## src/rtl/sseg_scan_mux_if.sv

```systemverilog
// Bundle between a seven-segment scan controller and whatever feeds it.
//   master : drives load/digits_in/dp_in/en_in, observes the display outputs
//   slave  : the scanner itself
// Signals:
//   load       1-cycle strobe capturing digits_in/dp_in/en_in into pending regs
//   digits_in  4 bits per digit, digit 0 in the low nibble (rightmost digit)
//   dp_in      decimal point per digit, 1 = lit
//   en_in      digit enable, 0 = digit dark for its whole slot
//   bin_out    code of the digit currently scanned
//   dp_n       active-low decimal point
//   an_n       active-low anode selects
//   digit_idx  index of the current slot
//   frame_done 1-cycle pulse on the frame wrap
//   pending    loaded data waiting for the next frame commit
interface sseg_scan_mux_if #(
  parameter int NUM_DIGITS = 4
);
  localparam int IDX_W = (NUM_DIGITS > 1) ? $clog2(NUM_DIGITS) : 1;

  logic                    load;
  logic [4*NUM_DIGITS-1:0] digits_in;
  logic [NUM_DIGITS-1:0]   dp_in;
  logic [NUM_DIGITS-1:0]   en_in;
  logic [3:0]              bin_out;
  logic                    dp_n;
  logic [NUM_DIGITS-1:0]   an_n;
  logic [IDX_W-1:0]        digit_idx;
  logic                    frame_done;
  logic                    pending;

  modport master (
    output load, digits_in, dp_in, en_in,
    input  bin_out, dp_n, an_n, digit_idx, frame_done, pending
  );

  modport slave (
    input  load, digits_in, dp_in, en_in,
    output bin_out, dp_n, an_n, digit_idx, frame_done, pending
  );
endinterface

```

## src/rtl/sseg_scan_mux.sv

```systemverilog
// Time-multiplexed scanner for a common-anode multi-digit seven-segment display.
// Each digit gets a slot of PRESCALE clocks; the first BLANK clocks of a slot keep
// every anode off so the previous digit's segments cannot ghost onto the new one.
// Loaded digit data waits in pending registers and is committed at the frame wrap,
// so a frame never shows a mix of old and new digits.
// Ports:
//   clk    system clock, rising edge
//   rst_n  asynchronous active-low reset
//   bus    sseg_scan_mux_if slave modport (load/data in, scan outputs out)
module sseg_scan_mux #(
  parameter int NUM_DIGITS = 4,
  parameter int PRESCALE   = 50000,
  parameter int BLANK      = 16
) (
  input  logic            clk,
  input  logic            rst_n,
  sseg_scan_mux_if.slave  bus
);

  localparam int IDX_W = (NUM_DIGITS > 1) ? $clog2(NUM_DIGITS) : 1;
  localparam int CNT_W = $clog2(PRESCALE);
  localparam logic [CNT_W-1:0] CNT_LAST = CNT_W'(PRESCALE - 1);
  localparam logic [IDX_W-1:0] IDX_LAST = IDX_W'(NUM_DIGITS - 1);

  typedef enum logic {PH_BLANK, PH_SHOW} phase_t;
  // With no blanking gap every slot starts directly in SHOW.
  localparam phase_t PH_RST = (BLANK == 0) ? PH_SHOW : PH_BLANK;

  logic [CNT_W-1:0]        cnt, cnt_nxt;
  logic [IDX_W-1:0]        idx, idx_nxt;
  phase_t                  phase;
  logic                    nxt_blank;
  logic                    frame_end;
  logic [NUM_DIGITS-1:0]   an_show;

  logic [4*NUM_DIGITS-1:0] disp_dig, pend_dig;
  logic [NUM_DIGITS-1:0]   disp_dp, pend_dp;
  logic [NUM_DIGITS-1:0]   disp_en, pend_en;
  logic                    pend_vld;

  logic [3:0]              bin_r;
  logic                    dp_n_r;
  logic [NUM_DIGITS-1:0]   an_n_r;
  logic                    frame_done_r;

  always_comb begin
    cnt_nxt   = (cnt == CNT_LAST) ? '0 : cnt + CNT_W'(1);
    idx_nxt   = idx;
    if (cnt == CNT_LAST) begin
      idx_nxt = (idx == IDX_LAST) ? '0 : idx + IDX_W'(1);
    end
    frame_end = (cnt == CNT_LAST) && (idx == IDX_LAST);
    an_show   = '1;
    an_show[idx] = ~disp_en[idx];
  end

  // Phase register tracks which side of the blanking boundary cnt sits on,
  // so the output stage only looks at a flop instead of a magnitude compare.
  if (BLANK == 0) begin : g_noblank
    assign nxt_blank = 1'b0;
  end else begin : g_blank
    assign nxt_blank = (cnt_nxt < CNT_W'(BLANK));
  end

  // ---- scan stage: counters, phase FSM and registered display outputs ----
  always_ff @(posedge clk or negedge rst_n) begin
    if (!rst_n) begin
      cnt          <= '0;
      idx          <= '0;
      phase        <= PH_RST;
      bin_r        <= '0;
      dp_n_r       <= 1'b1;
      an_n_r       <= '1;
      frame_done_r <= 1'b0;
    end else begin
      cnt          <= cnt_nxt;
      idx          <= idx_nxt;
      phase        <= nxt_blank ? PH_BLANK : PH_SHOW;
      frame_done_r <= frame_end;
      // bin_out only moves at slot start: idx and the display regs are stable mid-slot.
      bin_r        <= disp_dig[{idx, 2'b00} +: 4];
      case (phase)
        PH_BLANK: begin
          an_n_r <= '1;
          dp_n_r <= 1'b1;
        end
        PH_SHOW: begin
          an_n_r <= an_show;
          dp_n_r <= ~(disp_dp[idx] & disp_en[idx]);
        end
        default: begin
          an_n_r <= '1;
          dp_n_r <= 1'b1;
        end
      endcase
    end
  end

  // ---- load / commit stage: pending regs swap into display at frame end ----
  always_ff @(posedge clk or negedge rst_n) begin
    if (!rst_n) begin
      pend_dig <= '0;
      pend_dp  <= '0;
      pend_en  <= '1;
      disp_dig <= '0;
      disp_dp  <= '0;
      disp_en  <= '1;
      pend_vld <= 1'b0;
    end else begin
      // A commit reads the pending regs before a same-cycle load overwrites them.
      if (frame_end && pend_vld) begin
        disp_dig <= pend_dig;
        disp_dp  <= pend_dp;
        disp_en  <= pend_en;
      end
      if (bus.load) begin
        pend_dig <= bus.digits_in;
        pend_dp  <= bus.dp_in;
        pend_en  <= bus.en_in;
      end
      pend_vld <= bus.load | (pend_vld & ~frame_end);
    end
  end

  assign bus.bin_out    = bin_r;
  assign bus.dp_n       = dp_n_r;
  assign bus.an_n       = an_n_r;
  assign bus.digit_idx  = idx;
  assign bus.frame_done = frame_done_r;
  assign bus.pending    = pend_vld;

endmodule
```

## src/flat_wrapper.sv

```systemverilog
// flat-port wrapper written by rule: the top's interface ports become plain ports
module sseg_scan_mux_flat 
#(
  parameter int NUM_DIGITS = 4,
  parameter int PRESCALE   = 50000,
  parameter int BLANK      = 16
)
  (clk, rst_n, bus_load, bus_digits_in, bus_dp_in, bus_en_in, bus_bin_out, bus_dp_n, bus_an_n, bus_digit_idx, bus_frame_done, bus_pending);
  sseg_scan_mux_if #(.NUM_DIGITS(NUM_DIGITS)) bus_i ();
  input  logic clk;
  input  logic rst_n;
  input wire logic [$bits(bus_i.load)-1:0] bus_load;
  input wire logic [$bits(bus_i.digits_in)-1:0] bus_digits_in;
  input wire logic [$bits(bus_i.dp_in)-1:0] bus_dp_in;
  input wire logic [$bits(bus_i.en_in)-1:0] bus_en_in;
  output wire logic [$bits(bus_i.bin_out)-1:0] bus_bin_out;
  output wire logic [$bits(bus_i.dp_n)-1:0] bus_dp_n;
  output wire logic [$bits(bus_i.an_n)-1:0] bus_an_n;
  output wire logic [$bits(bus_i.digit_idx)-1:0] bus_digit_idx;
  output wire logic [$bits(bus_i.frame_done)-1:0] bus_frame_done;
  output wire logic [$bits(bus_i.pending)-1:0] bus_pending;
  assign bus_i.load = bus_load;
  assign bus_i.digits_in = bus_digits_in;
  assign bus_i.dp_in = bus_dp_in;
  assign bus_i.en_in = bus_en_in;
  assign bus_bin_out = bus_i.bin_out;
  assign bus_dp_n = bus_i.dp_n;
  assign bus_an_n = bus_i.an_n;
  assign bus_digit_idx = bus_i.digit_idx;
  assign bus_frame_done = bus_i.frame_done;
  assign bus_pending = bus_i.pending;
  sseg_scan_mux #(.NUM_DIGITS(NUM_DIGITS), .PRESCALE(PRESCALE), .BLANK(BLANK)) u_core (.clk(clk), .rst_n(rst_n), .bus(bus_i));
endmodule
```

## config.mk

```make
export PLATFORM = sky130hd
export DESIGN_NAME = sseg_scan_mux_flat
export DESIGN_NICKNAME = d
export VERILOG_FILES = /design/src/rtl/sseg_scan_mux_if.sv /design/src/rtl/sseg_scan_mux.sv /design/src/flat_wrapper.sv
export SDC_FILE = /design/constraint.sdc
export NUM_CORES = 1
export LEC_CHECK = 0
export ABC_AREA = 0
export CAP_MARGIN = 20
export CORE_MARGIN = 3
export CORE_UTILIZATION = 35
export CTS_CLUSTER_SIZE = 30
export DETAILED_ROUTE_END_ITERATION = 6
export SYNTH_ARGS = -nofsm -noshare
export SYNTH_HDL_FRONTEND = slang
export SYNTH_SLANG_ARGS = --single-unit
```

## constraint.sdc

```tcl
create_clock -name clk -period 5.44 [get_ports clk]
set_input_delay 0.816 -clock clk [delete_from_list [all_inputs] [get_ports clk]]
set_output_delay 0.816 -clock clk [all_outputs]
set_load 0.005 [all_outputs]
```

# After elaboration in Yosys (flattened, before gate mapping)
# Cells that the tools add are included.
word_totals:
  reg_bits: 78
  input_bits: 27
  output_inout_bits: 13
op_classes:
  n_addsub: 2
  order_cmp: 3
  eq_ne: 2
  n_shift: 1
  n_mux: 11
  bitwise_logic: 9
  n_reduce_logical: 3
op_table:
  columns: ["operator", "count"]
  rows:
  - ["$add 16x1->16 const B", 1]
  - ["$eq 16x16->1 const B", 1]
  - ["$lt 16x5->1 const B", 1]
  - ["$mux 16", 1]
  - ["$shiftx 16x5->4", 1]
  - ["$pmux 4 s2", 1]
  - ["$bmux 1 s2", 2]
  - ["$mux 1", 4]
  - ["$not 1->1", 4]
  - ["$not 4->4", 1]
  - ["$or 4x4->4", 1]
  - ["$logic_and 1x1->1", 3]
  - ["$lt 2x3->1 const B", 1]
  - ["$add 2x1->2 const B", 1]
  - ["$and 1x1->1", 2]
  - ["$demux 1 s2", 1]
  - ["$eq 2x2->1 const B", 1]
  - ["$ge 2x1->1 const B", 1]
  - ["$mux 2", 1]
  - ["$pmux 1 s2", 1]
  - ["$or 1x1->1", 1]

# Longest topological paths before layout
# Gate-level depths: netlist (run 1).
depth:
  depth_word: 7
  mapped_depth: 8
  mapped_depth_nobuf: 6

# Worst setup path after synthesis (run 1)
# Ideal clock, no wire load.
synth_timing:
  kind: "input to register"
  start: "input port bus_load"
  end: "register u_core.pend_dig[10]"
  setup_time_ns: 0.125
  t_arrival_ns: 1.766
  t_required_ns: 5.315
  path_slack_ns: 3.549
  cell_stages: 3
  n_path_buf: 2
  cell_sequence: "clkbuf_1 -> clkbuf_1 -> mux2_2"
synth_rtl:
  columns: ["item", "line_no", "text"]
  rows:
  - ["start, declared", "flat_wrapper.sv:12", "input wire logic [$bits(bus_i.load)-1:0] bus_load;"]
  - ["end signal, assigned", "sseg_scan_mux.sv:117", "pend_dig <= bus.digits_in;"]
  - ["end, declared", "sseg_scan_mux.sv:36", "logic [4*NUM_DIGITS-1:0] disp_dig, pend_dig;"]
# No word-level cell between the ends.

# Worst setup path in the final report (run 1)
layout_timing:
  start: "register u_core.idx[0] (netlist: u_core.bus.digit_idx[0])"
  end: "output port bus_digit_idx[0]"
layout_rtl:
  columns: ["item", "line_no", "text"]
  rows:
  - ["start, declared", "sseg_scan_mux.sv:30", "logic [IDX_W-1:0] idx, idx_nxt;"]
  - ["start signal, assigned", "sseg_scan_mux.sv:77", "idx <= idx_nxt;"]
  - ["end, declared", "flat_wrapper.sv:19", "output wire logic [$bits(bus_i.digit_idx)-1:0] bus_digit_idx;"]
# No word-level cell between the ends.

==> results of run 1 <==
## cells in the mapped netlist, types with 2 or more instances
| cell | count | area share |
|---|---|---|
| nor4_1 | 6 | 0.011 |
| clkbuf_1 | 7 | 0.0076 |
| buf_6 | 3 | 0.0098 |
| buf_4 | 2 | 0.0043 |
| mux4_2 | 6 | 0.039 |
| a31oi_1 | 2 | 0.0036 |
| xnor2_1 | 9 | 0.023 |
| nand4_1 | 2 | 0.0036 |
| xor2_1 | 8 | 0.020 |
| ha_1 | 5 | 0.018 |
| or3_1 | 2 | 0.0036 |
| nand2_1 | 14 | 0.015 |
| nor3_1 | 5 | 0.0072 |
| nor2_1 | 12 | 0.013 |
| mux2_4 | 20 | 0.087 |
| dfstp_2 | 13 | 0.099 |
| and3_1 | 2 | 0.0036 |
| inv_1 | 4 | 0.0043 |
| nand3_1 | 6 | 0.0087 |
| o21ai_0 | 3 | 0.0043 |
| dfrtp_1 | 65 | 0.47 |
| mux2_2 | 28 | 0.091 |
| and4_1 | 3 | 0.0076 |
| nor2b_1 | 3 | 0.0054 |
| buf_2 | 2 | 0.0029 |
## worst max path at each step
stage,startpoint,to,slack (ps),cells after the start
finish,u_core.bus.digit_idx[0]$_DFFE_PN0N_,bus_digit_idx[0],2900,1
global route,u_core.cnt[0]$_DFF_PN0_,u_core.disp_dig[5]$_DFFE_PN0P_,2720,5
CTS,u_core.bus.digit_idx[0]$_DFFE_PN0N_,bus_digit_idx[0],2830,1
detailed placement,bus_load,u_core.pend_dig[2]$_DFFE_PN0P_,2790,2
global placement,bus_load,u_core.pend_dp[0]$_DFFE_PN0P_,2810,2
floorplan,bus_load,u_core.pend_dig[10]$_DFFE_PN0P_,3550,3
## worst reg2reg max path: cells and delay by family, from the launching register on
kind | cells | cell delay, ps
adders and majority gates | 1 | 210
muxes | 1 | 450
DFF | 1 | 380
and+or+nand+nor | 3 | 1360
## cells by family after synthesis
group,after synthesis,share of synthesized area
adders and majority gates,5,0.0181
AOI/OAI and AO/OA,8,0.0148
DFF,78,0.569
and+or+nand+nor,63,0.104
xor gates and xnor gates,17,0.0431
muxes,55,0.220
buffers and inverters,20,0.0311
## per-stage QoR
stage	area, um2	instances
2_1_floorplan	3460	246
3_3_place_gp	3920	399
3_5_place_dp	3920	399
4_1_cts	4100	415
5_1_grt	4130	416
6_report	4130	416
## flip-flops by register name, summed over array words and instances (netlist names), 2 cells and up
signal,cells
u_core.bus.digit_idx,2
u_core.bus.bin_out,4
u_core.bus.an_n,4
u_core.disp_dp,4
u_core.pend_en,4
u_core.pend_dp,4
u_core.disp_en,4
u_core.disp_dig,16
u_core.cnt,16
u_core.pend_dig,16
## report_power, final
part / switching [mW] / internal (mW) / leakage (nW) / total (mW)
Clock: 0.231 / 0.176 / 0.0931 / 0.407
Combinational: 0.0202 / 0.0342 / 0.750 / 0.0545
Sequential: 0.00906 / 0.600 / 0.974 / 0.609
Total: 0.260 / 0.810 / 1.82 / 1.07
## cell type report
| type | instances | area, um2 | share of cell area |
|---|---|---|---|
| clock buffer | 9 | 124 | 0.0300 |
| clock inverter | 7 | 62.6 | 0.0151 |
| inverter | 5 | 18.8 | 0.00454 |
| multi-input combinational | 148 | 1380 | 0.334 |
| sequential | 78 | 1970 | 0.476 |
| tap | 129 | 161 | 0.0391 |
| timing repair buffer | 40 | 415 | 0.101 |
## per-layer routing
metal	up-vias	global-route usage	share of wire
li1	934	-	-
met1	961	0.149	0.47
met2	37	0.171	0.47
met3	8	0.0337	0.045
met4	0	0.0590	0.018
met5	-	0	0
==> results.cfg, run 1 <==
[finish]
diodes = 0
layout_common_cells = dfrtp_1, clkdlybuf4s50_1, mux2_2, mux2_4, nand2_1
final_common_cell = dfrtp_1
drive_above_1_share = 0.317
nets = 314
fin_util = 0.439
n_fill_cell = 874
area_delta_synth_final_pct = 19.5

[critical_path]
path_class = reg -> out
critPathBufInv = 1
required_ps = 4620
critPathSlowestCell = dfrtp_1
cp_max_fo = 11
worstSetupEndpointType = output port
crit_chain = clkdlybuf4s50_1
start_kind = flip-flop
cp_top_family = flip-flops
r2r_end = u_core.disp_dig[5]$_DFFE_PN0P_
reg2reg_depth = 5
crit_arrival_ps = 1730
r2r-start = u_core.cnt[0]$_DFF_PN0_
r2r_slack_ps = 2930
slowest_delay_ps = 750

[routing]
drt_iter0_markers = 52
drt-vias-per-instance = 4.66
num_vias = 1940
wl_per_cell_um = 14.0
routed_wl_um = 5810
drc_errors = 0
ant_nets = 0
drtPass1Iterations = 4

[sta]
slew_headroom = 0.375
timing.fmax_mhz = 393
finalCriticalPeriod_ps = 2540
finClkSkew_ps = 13.6
drv_slew = 0
worst_slack_ps = 2900
setup_viol = 0
tightest_slew_ps = 937
finalSetupTns_ps = 0
hold_viol_final = 0
fin_crit_sh = 0.467
whs_ps = 479
rsz0062_at_grt = false

[grt]
antenna_found_initial = 0
grt_max_degree = 79
gr-total-overflow = 0
grt_pass1_wl_um = 9760
grt_pass1_vias = 1936
gr-usage-all-layers = 0.114

[clock_tree]
h-tree-depth = 3
cts_made_buffers = 9
insertion_delay_ps = 350
clock-root-buffer = clkbuf_8
post_cts_buffers = 0
clk_pin_slew_worst_paths_ps = 80
cts-resized-gates = 0
cts_hold_buf = 0
cts_tree = yes
clock_tree.buffer_depth = 2
clock_sinks = 78

[floorplan]
start_util = 0.367
die_w_um = 105
num_rows = 35
dieArea_um2 = 11100
pin_count = 40
die_y_um = 105
core-area_um2 = 9420

[pwr]
peakVddDrop_uv = 152
leakagePower_nw = 1.82
power_density_nw_per_um2 = 259
total_power_mw = 1.07

[placement]
dpl.hpwl_um = 3820
port_buffers = 39
dp_slack_ps = 2790
gp_congestion = 0.801

[synth]
syn_area_per_cell_um2 = 14.1
ys_ff_latch = 78
ys_async_sr_fraction = 1.00
synth_seq_area_share = 0.569
synth_edf_count = 0
synth_flop_cell = dfrtp_1
syn_nets = 278
yosysWarnings = 0
syn-cell-area_um2 = 3460
ys_types = 39
synth_cells = 246

[flow_run]
drv_cap = 0

[worst_hold_path]
hp-start = u_core.cnt[0]$_DFF_PN0_
hp-class = reg -> reg
min_to = u_core.cnt[0]$_DFF_PN0_
min_path_cells = 1

[run_status]
outcome = completed
No activity file was read; power rests on OpenSTA's default activity.
==> run 2: changes to the inputs <==
Clock period 5.44 ns to 2.2 ns, I/O delays scaled along.
==> run 2 against run 1 <==
Net effect: worst setup slack worse by 2600 ps; power rose to 2.5 times the previous value; final cell count is 2.4% higher; critical path depth rose by 4; die area did not move; combinational power increased to 2.5 times the previous value; flip-flop and latch count unchanged; sequential share of layout area is 1.1 points lower; first-iteration DRC count rose by 90%; core utilization is 1.0 points higher; clock power grew to 2.6 times the previous value; sequential power is 150% higher; critical endpoint is now u_core.phase$_DFF_PN0_; largest power group unchanged.
==> results.cfg, run 2 (synthesis results as in run 1) <==
[finish]
reg_top3 = u_core.cnt: 16 flops, u_core.disp_dig: 16 flops, u_core.pend_dig: 16 flops
multiInputGateArea_um2 = 1380
final_area_um2 = 4230
area_delta_synth_final_pct = 22.3
diodes = 0
drive_above_1_share = 0.333
nets = 324
layout_common_cells = dfrtp_1, clkdlybuf4s50_1, mux2_2, mux2_4, nand2_1
final_common_cell = dfrtp_1
fin_util = 0.449
ff_latch_area_um2 = 1970
n_fill_cell = 844
fin_cells = 426

[sta]
finClkSkew_ps = 10.4
drv_slew = 0
setup_viol = 0
hold_viol_final = 0
fin_crit_sh = 0.869
slew_headroom = 0.715
whs_ps = 448
worst_slack_ps = 288
finalCriticalPeriod_ps = 1910
tightest_slew_ps = 416
timing.fmax_mhz = 523
finalSetupTns_ps = 0
rsz0062_at_grt = false

[pwr]
leakagePower_nw = 1.87
peakVddDrop_uv = 392
power_density_nw_per_um2 = 641
total_power_mw = 2.71

[critical_path]
r2r_slack_ps = 290
critPathBufInv = 0
worstSetupEndpointType = flip-flop
start_kind = flip-flop
cp_max_fo = 9
required_ps = 2410
crit_chain = nand3_2 > nor3_2 > nand3_1 > a2111oi_0 > a31oi_1
slowest_delay_ps = 510
crit_arrival_ps = 2120
cp_top_family = simple AND/OR/NAND/NOR gates
critPathSlowestCell = dfrtp_1
path_class = reg -> reg
worstSetupStartpoint = u_core.cnt[5]$_DFF_PN0_
r2r-start = u_core.cnt[5]$_DFF_PN0_

[grt]
grt_pass1_wl_um = 10900
grt_max_degree = 51
grt_pass1_vias = 2135
gr-usage-all-layers = 0.125
gr-total-overflow = 0
antenna_found_initial = 0

[clock_tree]
h-tree-depth = 3
cts_made_buffers = 9
clk_pin_slew_worst_paths_ps = 80
cts-resized-gates = 0
clock_tree.buffer_depth = 2
insertion_delay_ps = 350
cts_tree = yes
clock-root-buffer = clkbuf_8
clock_sinks = 78

[floorplan]
core-area_um2 = 9420
die_y_um = 105
die_w_um = 105
start_util = 0.367
dieArea_um2 = 11100
pin_count = 40
num_rows = 35

[placement]
port_buffers = 39
dp_cells = 409
place_area_um2 = 4020
dp_slack_ps = 319
gp_congestion = 0.857
dpl.hpwl_um = 4350

[routing]
num_vias = 2020
drt-vias-per-instance = 4.74
routed_wl_um = 6300
drc_errors = 0
drtPass1Iterations = 4
ant_nets = 0
drt_iter0_markers = 99
wl_per_cell_um = 14.8

[run_status]
outcome = completed

[flow_run]
drv_cap = 0

[worst_hold_path]
hp-class = in -> async
run 2: path summary, 6_finish.rpt:
check | endpoint | cells past startpoint
hold reg to reg | u_core.disp_dig[8]$_DFFE_PN0P_ | 1
max in group asynchronous | u_core.bus.dp_n$_DFF_PN1_ | 3
hold / removal | u_core.cnt[13]$_DFF_PN0_ | 2
setup / recovery | u_core.phase$_DFF_PN0_ | 5
setup reg to reg | u_core.phase$_DFF_PN0_ | 5
min in group clk | u_core.disp_dig[8]$_DFFE_PN0P_ | 1
run 2: repair_timing:
action / in CTS / in global routing
hold buffers: 1 / 0
setup buffers: 0 / 0
hold endpoints to repair: 20 / 0
run 2: worst register-to-register path: stages (launching register included):
cell,delay (ps)
dfrtp_1,510
nand3_2,250
nor3_2,320
nand3_1,110
a2111oi_0,430
a31oi_1,160
run 2: cell type report:
cell class                      instances  area share
Sequential cell                        78       0.466
Multi-Input combinational cell        148       0.327
Timing Repair Buffer                   50       0.118
Tap cell                              129      0.0382
Clock buffer                           11      0.0334
Clock inverter                          5      0.0139
Inverter                                5     0.00444
run 2: routing by layer:
metal / global-route usage / vias to the layer above / part of all wire
li1: - / 957 / -
met1: 0.173 / 1011 / 0.47
met2: 0.184 / 44 / 0.46
met3: 0.0453 / 8 / 0.049
met4: 0.0412 / 0 / 0.014
met5: 0 / - / 0
run 2: where the power goes:
part / leakage [nW] / switching, mW / internal (mW) / total [mW]
clock network: 0.0955 / 0.513 / 0.555 / 1.07
logic: 0.800 / 0.0517 / 0.0858 / 0.137
registers: 0.974 / 0.0229 / 1.48 / 1.51
total: 1.87 / 0.588 / 2.12 / 2.71
